File: src/rtl/qdi_e1of4_register_responder_pkg.sv
// Shared types and rail-coding helpers for the e1of4 register responder.
package qdi_resp_pkg;

  typedef enum logic [1:0] {
    OP_READ  = 2'd0,
    OP_WRITE = 2'd1,
    OP_WRRD  = 2'd2
  } op_e;

  typedef enum logic [1:0] {
    ACCEPT,
    RTZ,
    OUT_WAIT,
    OUT_DRV
  } state_e;

  // Exactly one rail high.
  function automatic logic is_onehot(input logic [3:0] v);
    return (v != 4'b0000) && ((v & (v - 4'd1)) == 4'b0000);
  endfunction

  // All rails low.
  function automatic logic is_neutral(input logic [3:0] v);
    return v == 4'b0000;
  endfunction

  // Binary value to 1of4 rails.
  function automatic logic [3:0] enc1of4(input logic [1:0] v);
    return 4'b0001 << v;
  endfunction

  // 1of4 rails to binary value; callers only pass valid codes.
  function automatic logic [1:0] dec1of4(input logic [3:0] v);
    logic [1:0] r;
    r = 2'd0;
    if (v[1]) r = 2'd1;
    if (v[2]) r = 2'd2;
    if (v[3]) r = 2'd3;
    return r;
  endfunction

endpackage

File: src/rtl/qdi_e1of4_register_responder_sync.sv
// Flop chain synchronizer for a bus of asynchronous rails.
module qdi_sync_bus #(
  parameter int WIDTH = 1,
  parameter int DEPTH = 2
) (
  input  logic             clk,
  input  logic             rst,
  input  logic [WIDTH-1:0] d,
  output logic [WIDTH-1:0] q
);

  logic [WIDTH-1:0] stage [DEPTH];

  // Shift the raw rails through DEPTH flops; the last flop is the safe copy.
  always_ff @(posedge clk or posedge rst) begin
    if (rst) begin
      for (int i = 0; i < DEPTH; i++) stage[i] <= '0;
    end else begin
      stage[0] <= d;
      for (int i = 1; i < DEPTH; i++) stage[i] <= stage[i-1];
    end
  end

  assign q = stage[DEPTH-1];

endmodule

File: src/rtl/qdi_e1of4_register_responder.sv
// e1of4 register responder: accepts 1of3 control and 1of4 data tokens,
// holds a 2-bit register and returns 1of4 read tokens.
// Optional feature macro: QDI_RESP_SYNC_EN (synchronize C, D and Qe through
// SYNC_STAGES flops before any decision uses them).
module qdi_e1of4_register_responder
  import qdi_resp_pkg::*;
#(
  parameter logic [1:0] INIT_VAL    = 2'b00,
  parameter int         SYNC_STAGES = 2
) (
  input  logic       CLK,
  input  logic       RESET,
  input  logic [2:0] C,
  output logic       Ce,
  input  logic [3:0] D,
  output logic       De,
  output logic [3:0] Q,
  input  logic       Qe,
  output logic       err
);

  // Only depths 2..4 are meaningful; out-of-range values leave this marker.
  if (SYNC_STAGES < 2 || SYNC_STAGES > 4) begin : g_sync_stages_out_of_range
  end

  logic [2:0] c_s;
  logic [3:0] d_s;
  logic       qe_s;

`ifdef QDI_RESP_SYNC_EN
  qdi_sync_bus #(.WIDTH(3), .DEPTH(SYNC_STAGES)) u_sync_c (
    .clk(CLK), .rst(RESET), .d(C), .q(c_s)
  );
  qdi_sync_bus #(.WIDTH(4), .DEPTH(SYNC_STAGES)) u_sync_d (
    .clk(CLK), .rst(RESET), .d(D), .q(d_s)
  );
  qdi_sync_bus #(.WIDTH(1), .DEPTH(SYNC_STAGES)) u_sync_qe (
    .clk(CLK), .rst(RESET), .d(Qe), .q(qe_s)
  );
`else
  assign c_s  = C;
  assign d_s  = D;
  assign qe_s = Qe;
`endif

  state_e     state;
  op_e        op;
  logic       ctl_cap;
  logic       dat_cap;
  logic [1:0] data_val;
  logic [1:0] reg_val;
  logic [1:0] out_val;

  logic c_valid, c_multi, d_valid, d_multi;
  logic ctl_take, ctl_now, dat_take, dat_now;
  logic accept_done, rtz_done;
  op_e  c_op, op_now;

  // Classify the observed rails and decide what ACCEPT captures this cycle.
  always_comb begin
    c_valid     = is_onehot({1'b0, c_s});
    c_multi     = !c_valid && !is_neutral({1'b0, c_s});
    d_valid     = is_onehot(d_s);
    d_multi     = !d_valid && !is_neutral(d_s);
    c_op        = c_s[1] ? OP_WRITE : (c_s[2] ? OP_WRRD : OP_READ);
    ctl_take    = !ctl_cap && c_valid;
    ctl_now     = ctl_cap || ctl_take;
    op_now      = ctl_cap ? op : c_op;
    dat_take    = ctl_now && !dat_cap && d_valid && (op_now != OP_READ);
    dat_now     = dat_cap || dat_take;
    accept_done = ctl_now && ((op_now == OP_READ) || dat_now);
    rtz_done    = is_neutral({1'b0, c_s}) && (!dat_cap || is_neutral(d_s));
  end

  // Token handshake FSM with registered enables, read rails and error flag.
  always_ff @(posedge CLK or posedge RESET) begin
    if (RESET) begin
      state    <= ACCEPT;
      op       <= OP_READ;
      ctl_cap  <= 1'b0;
      dat_cap  <= 1'b0;
      data_val <= 2'd0;
      reg_val  <= INIT_VAL;
      out_val  <= 2'd0;
      Ce       <= 1'b1;
      De       <= 1'b1;
      Q        <= 4'b0000;
      err      <= 1'b0;
    end else begin
      if (c_multi || (d_multi && state == ACCEPT)) err <= 1'b1;
      case (state)
        ACCEPT: begin
          if (ctl_take) begin
            op      <= c_op;
            ctl_cap <= 1'b1;
            Ce      <= 1'b0;
          end
          if (dat_take) begin
            data_val <= dec1of4(d_s);
            dat_cap  <= 1'b1;
            De       <= 1'b0;
          end
          if (accept_done) state <= RTZ;
        end
        RTZ: begin
          if (rtz_done) begin
            out_val <= reg_val;
            if (op != OP_READ) reg_val <= data_val;
            if (op == OP_WRITE) begin
              state   <= ACCEPT;
              Ce      <= 1'b1;
              De      <= 1'b1;
              ctl_cap <= 1'b0;
              dat_cap <= 1'b0;
            end else begin
              state <= OUT_WAIT;
            end
          end
        end
        OUT_WAIT: begin
          Q <= 4'b0000;
          if (qe_s) begin
            Q     <= enc1of4(out_val);
            state <= OUT_DRV;
          end
        end
        OUT_DRV: begin
          if (!qe_s) begin
            Q       <= 4'b0000;
            Ce      <= 1'b1;
            De      <= 1'b1;
            ctl_cap <= 1'b0;
            dat_cap <= 1'b0;
            state   <= ACCEPT;
          end
        end
        default: state <= ACCEPT;
      endcase
    end
  end

endmodule

File: config.mk
export PLATFORM = sky130hd
export DESIGN_NAME = qdi_e1of4_register_responder
export DESIGN_NICKNAME = d
export VERILOG_FILES = /design/src/rtl/qdi_e1of4_register_responder_pkg.sv /design/src/rtl/qdi_e1of4_register_responder_sync.sv /design/src/rtl/qdi_e1of4_register_responder.sv
export SDC_FILE = /design/constraint.sdc
export NUM_CORES = 1
export LEC_CHECK = 0
export CORE_MARGIN = 10
export CORE_UTILIZATION = 35
export CTS_CLUSTER_DIAMETER = 50
export DETAILED_ROUTE_END_ITERATION = 10
export HOLD_SLACK_MARGIN = 0.08
export PLACE_DENSITY_LB_ADDON = 0.2
export SYNTH_ARGS = -nofsm -noshare
export SYNTH_HDL_FRONTEND = slang
export SYNTH_SLANG_ARGS = --single-unit
File: constraint.sdc
create_clock -name CLK -period 2 [get_ports CLK]
set_clock_uncertainty 0.05 [all_clocks]
set_input_delay 0.6 -clock CLK [delete_from_list [all_inputs] [get_ports CLK]]
set_output_delay 0.6 -clock CLK [all_outputs]
set_load 0.005 [all_outputs]
### Word-level counts from Yosys, hierarchy flattened

Cells that the tools add are included.

* logic and storage cells: 98
* output and inout bits: 7
* flip-flop bits (word level): 19
* input bits: 10

* multiplexer cells: 29
* eq/ne operators: 11
* add/subtract/negate cells: 2
* reduce and logical (&&, ||, !) cells: 42
* bitwise logic cells: 2
* shift-type cells: 1

Operator list (count)
* 2-bit two-way mux: 10
* 2-bit != test (second input constant): 7
* 4-bit zero test: 3
* 1-bit one-hot mux with 3 select lines: 4
* 1-bit logical AND: 11
* 1-bit two-way mux: 11
* 5-bit AND reduction: 2
* 4-bit two-way mux: 2
* 2-bit one-hot mux with 4 select lines: 1
* 4-bit one-hot mux with 2 select lines: 1
* 2-bit AND reduction: 4
* 1-bit zero test: 6
* 2-bit nonzero test: 3
* 3-bit nonzero test: 2
* 1-bit logical OR: 5
* 3-bit by 4-bit bitwise AND with 4-bit output: 1
* 4-bit bitwise AND: 1
* 2-bit by 1-bit == test with 1-bit output (second input constant): 2
* 2-bit == test (second input constant): 2
* 2-bit zero test: 2
* 4-bit AND reduction: 1
* 4-bit nonzero test: 1
* 1-bit by 2-bit left shift with 4-bit output (first input constant): 1
* 3-bit by 1-bit subtractor with 4-bit output (second input constant): 1
* 3 further kinds: 3

### Longest topological paths before layout

Gate-level depths: netlist of run 1.

* depth after elaboration: 14
* mapped depth: 6
* depth with buffers taken out: 4

### Least setup slack after synthesis of run 1

No wires, ideal clock.

* kind: input to register
* from: in D[2]
* to: reg data_val[1]
* path buffers: 1
* data arrival time: 1.639 ns
* setup slack: 0.186 ns
* required time: 1.825 ns
* cell stages on the path: 5
* library setup time: 0.125 ns
* path through: clkbuf_2 xor2_1 a211o_1 nand3b_4 mux2_2

* word-level cells in the longest chain between the ends: 7

RTL lines
* from (decl): RTL line qdi_e1of4_register_responder.sv:15 `input logic [3:0] D,`
* 4-bit by 1-bit subtractor with 4-bit output: RTL line qdi_e1of4_register_responder_pkg.sv:19 `return (v != 4'b0000) && ((v & (v - 4'd1)) == 4'b0000);`
* 4-bit bitwise AND: RTL line qdi_e1of4_register_responder_pkg.sv:19
* 4-bit zero test: RTL line qdi_e1of4_register_responder_pkg.sv:19
* 1-bit logical AND: RTL line qdi_e1of4_register_responder_pkg.sv:19
* 1-bit logical AND (2 in a row): RTL line qdi_e1of4_register_responder.sv:69 `dat_take = ctl_now && !dat_cap && d_valid && (op_now != OP_READ);`
* 2-bit AND reduction (no source line)
* to (signal assigned): RTL line qdi_e1of4_register_responder.sv:99 `data_val <= dec1of4(d_s);`
* to (decl): RTL line qdi_e1of4_register_responder.sv:50 `logic [1:0] data_val;`

Several ways; a longest one is shown, not always the timed one.
A chain may end at the register's enable or synchronous reset.

### Final worst setup path of run 1

* from: in D[3]
* to: reg data_val[1]

Same word-level chain as after synthesis.

==> run summary, run 1 <==
Worst reg2reg path depth -> 4
Die Y -> 75.7 um
Met3 track demand over resource -> 3.91%
Mux share of post-synthesis cell area -> 7.83%
Synth top area share -> 39.1%
Status -> completed
Final Max Tran Viols -> 0
Syn nets -> 115
Core Rows -> 20
Boundary Pins -> 17
Clock power share -> 13.6%
Leading area contributor after synthesis -> dfrtp_1
Pin count of the biggest net entering global routing -> 20
Avg WL per Cell -> 14.2 um
Post-synthesis sequential area ratio -> 44.0%
Setup violators final -> 0
Arrival @ worst endpoint -> 2.11 ns
Final Net Count -> 140
Clock Tree Buf Depth -> 2
Worst R2R Start -> op[1]
DR pass1 iterations -> 4
Synth top area cells -> dfrtp_1, dfstp_2, mux2_2
DP Wirelength -> 1.78 mm
Initial Util -> 36.2%
HP Class -> reg2reg
Part of the power in registers -> 47.9%
Synth Warn # -> 0
DRT Wirelength -> 2.30 mm
Tot Pwr -> 1.49 mW
PwrDens -> 1080 nW/um2
First-pass GRT wire length -> 3.86 mm
Unique masters post-synth -> 40
Layout cells sized above 1 -> 27.9%
Sw Share -> 35.7%
CP required -> 2.15 ns
FF+latch area -> 478 um2
Crit path time final -> 1.96 ns
CTS root buffer -> clkbuf_4
Post-synth EDFFs -> 0
Pleak -> 0.654 nW
Ant diodes -> 0
Via-per-instance ratio -> 5.23
Routing usage on met1 -> 9.84%
#FFs+latches synth -> 19
Max Fanout on Critical Path -> 5
Global-route met2 utilization -> 14.5%
Total CTS buffers -> 3
# DRC -> 0
Startpoint types -> input port
Post-synthesis cell count -> 105
Vias in the first global route -> 866
Avg Inst Size Synth -> 10.4 um2
Via Count -> 848
P_sw -> 0.532 mW
WHS Path Cells -> 2
Final Hold Vio Count -> 0
Mapped cell area -> 1090 um2
Area delta synth->final -> 26.9%
Comb pwr share -> 38.5%
Antenna violations before repair -> 0
Xor and xnor area share after synthesis -> 2.42%
Clock Sink Count -> 19
Cell Int Power -> 0.959 mW
TritonCTS clock tree -> yes
Critical Path End Type -> flop
Worst-path clk slew -> 0.11 ns
Max Cap Violations -> 0
Post-Synth Adder-Cell Area -> 1.84%
Hold Slack -> 0.426 ns
1st-iter DRT viols -> 38
Achievable Freq -> 511 MHz
Footprint of the multi-input gates -> 539 um2
Combinational family with the most area after synthesis -> simple AND/OR/NAND/NOR gates
Slew @ Worst Pin -> 0.345 ns
Routed Antenna Nets -> 0
Placer Congestion -> 0.853
Setup TNS -> 0 ns
Overflow after GRT -> 0
Most used DFF post-synth -> dfrtp_1
Die ar. -> 5740 um2
All-Layer GR Usage -> 8.65%
Hold_sp -> err
VDD IR-drop max -> 0.464 mV
# port buffers -> 16
Compound-cell area share of the yosys netlist -> 16.8%
Chip Width -> 75.7 um
Async S/R FF share, synth -> 100%
CTS H-Tree Depth -> 1
Critical path type -> in2reg
Core area -> 3000 um2
Final Cycle Share -> 97.8%
Worst setup path startpoint -> D[3]
Fillers -> 302
Most Crowded Layer GR -> met2
Rel. slew slack -> 76.9%
Simple-gate share of the synthesized area -> 18.5%
Clock latency on the worst-skew pair -> 0.30 ns
Final Util -> 46.0%
-- metal layers --
metal | up-vias | routed length, um
met5 | - | 0
met4 | 0 | 11
met3 | 2 | 155
met2 | 15 | 1130
met1 | 414 | 1000
li1 | 417 | -
-- synth_stat cells, drive strengths merged, types with 2 or more instances --
cell     n
maj3     2
nor2     4
o22ai    4
mux2     6
dfstp    2
a21oi    6
nand2    6
buf      7
nand3    4
xnor2    2
o21ai    6
inv      9
nand2b   3
o21a     3
or3b     2
nor3b    2
nor4b    3
dfrtp   17
-- worst max-delay path, stage by stage --
cell and delay [ns]:
clkdlybuf4s50_1 0.53, buf_4 0.17, nor4b_2 0.05, a211o_1 0.34, nand3b_4 0.10, mux2_2 0.32
-- power by group through the flow --
stage                     Clock (mW)  Combinational, mW  Sequential [mW]
after detailed placement           0              0.580            0.727
final                          0.202              0.574            0.714
after CTS                      0.206              0.572            0.717
after floorplan                    0              0.430            0.652
after global placement             0              0.569            0.720
after global routing           0.223              0.653            0.739
-- final cells by class --
cell class              count  share of cell area, %
repair buffers             28                   18.9
multi-input cells          69                   39.1
inverters                   9                   2.45
clock inverters             1                  0.363
well taps                  33                   2.99
clock buffers               3                   1.63
flip-flops and latches     19                   34.6
-- repair_timing --
item | in CTS | in global routing
resized for setup | 4 | 9
endpoints found under the setup margin | 9 | 10
hold buffers | 0 | 0
pin swaps | 1 | 2
cloned | 0 | 0
setup buffers | 0 | 0
-- metrics by stage --
step                      worst slack (ns)  instances  instance area, um2
after floorplan                      0.186        105                1090
after global placement              -0.341        158                1320
after detailed placement            -0.383        158                1320
after CTS                           0.0100        162                1350
after global routing               -0.0232        162                1380
final                               0.0431        162                1380
-- cells by family after synthesis --
| logic type | after synthesis |
|---|---|
| AO/OA/AOI/OAI | 26 |
| XOR/XNOR | 3 |
| adder cells (fa/ha/maj) | 2 |
| buffers and inverters | 17 |
| flip-flops | 19 |
| multiplexers | 7 |
| AND/OR/NAND/NOR | 31 |
-- state kept, by name, summed over array words and instances (netlist names), named ones only --
signal,count
out_val,2
ctl_cap,1
data_val,2
err,1
dat_cap,1
op,2
Ce,1
reg_val,2
state,1
De,1
Q,4
-- worst paths after layout --
| path | to | slack (ns) |
|---|---|---|
| max in group asynchronous | De | 1.09 |
| worst min-delay path | err | 0.43 |
| worst min register to register | err | 0.43 |
| worst max register to register | data_val[1] | 0.30 |
| min in group asynchronous | reg_val[0] | 0.55 |
| worst max-delay path | data_val[1] | 0.04 |
-- placed cells by master, fill, tap and decap left out, drive strengths merged, types with 2 or more instances in the layout --
master	n
buf	12
nor2	4
o22ai	4
nand3	4
nand2b	3
inv	9
clkbuf	3
or3b	2
o21ai	6
dfrtp	17
dlygate4sd2	2
a21oi	6
maj3	2
nor3b	2
dlymetal6s2s	5
clkdlybuf4s50	9
dfstp	2
mux2	6
nor4b	3
o21a	3
xnor2	2
nand2	6
No activity file was read; power rests on OpenSTA's default activity.
==> inputs of run 2 (changes only) <==
- CAP_MARGIN: not set -> 20
- SLEW_MARGIN: not set -> 20
==> results of run 2 <==
Final layout, timing and power as in run 1 (identical DEF).
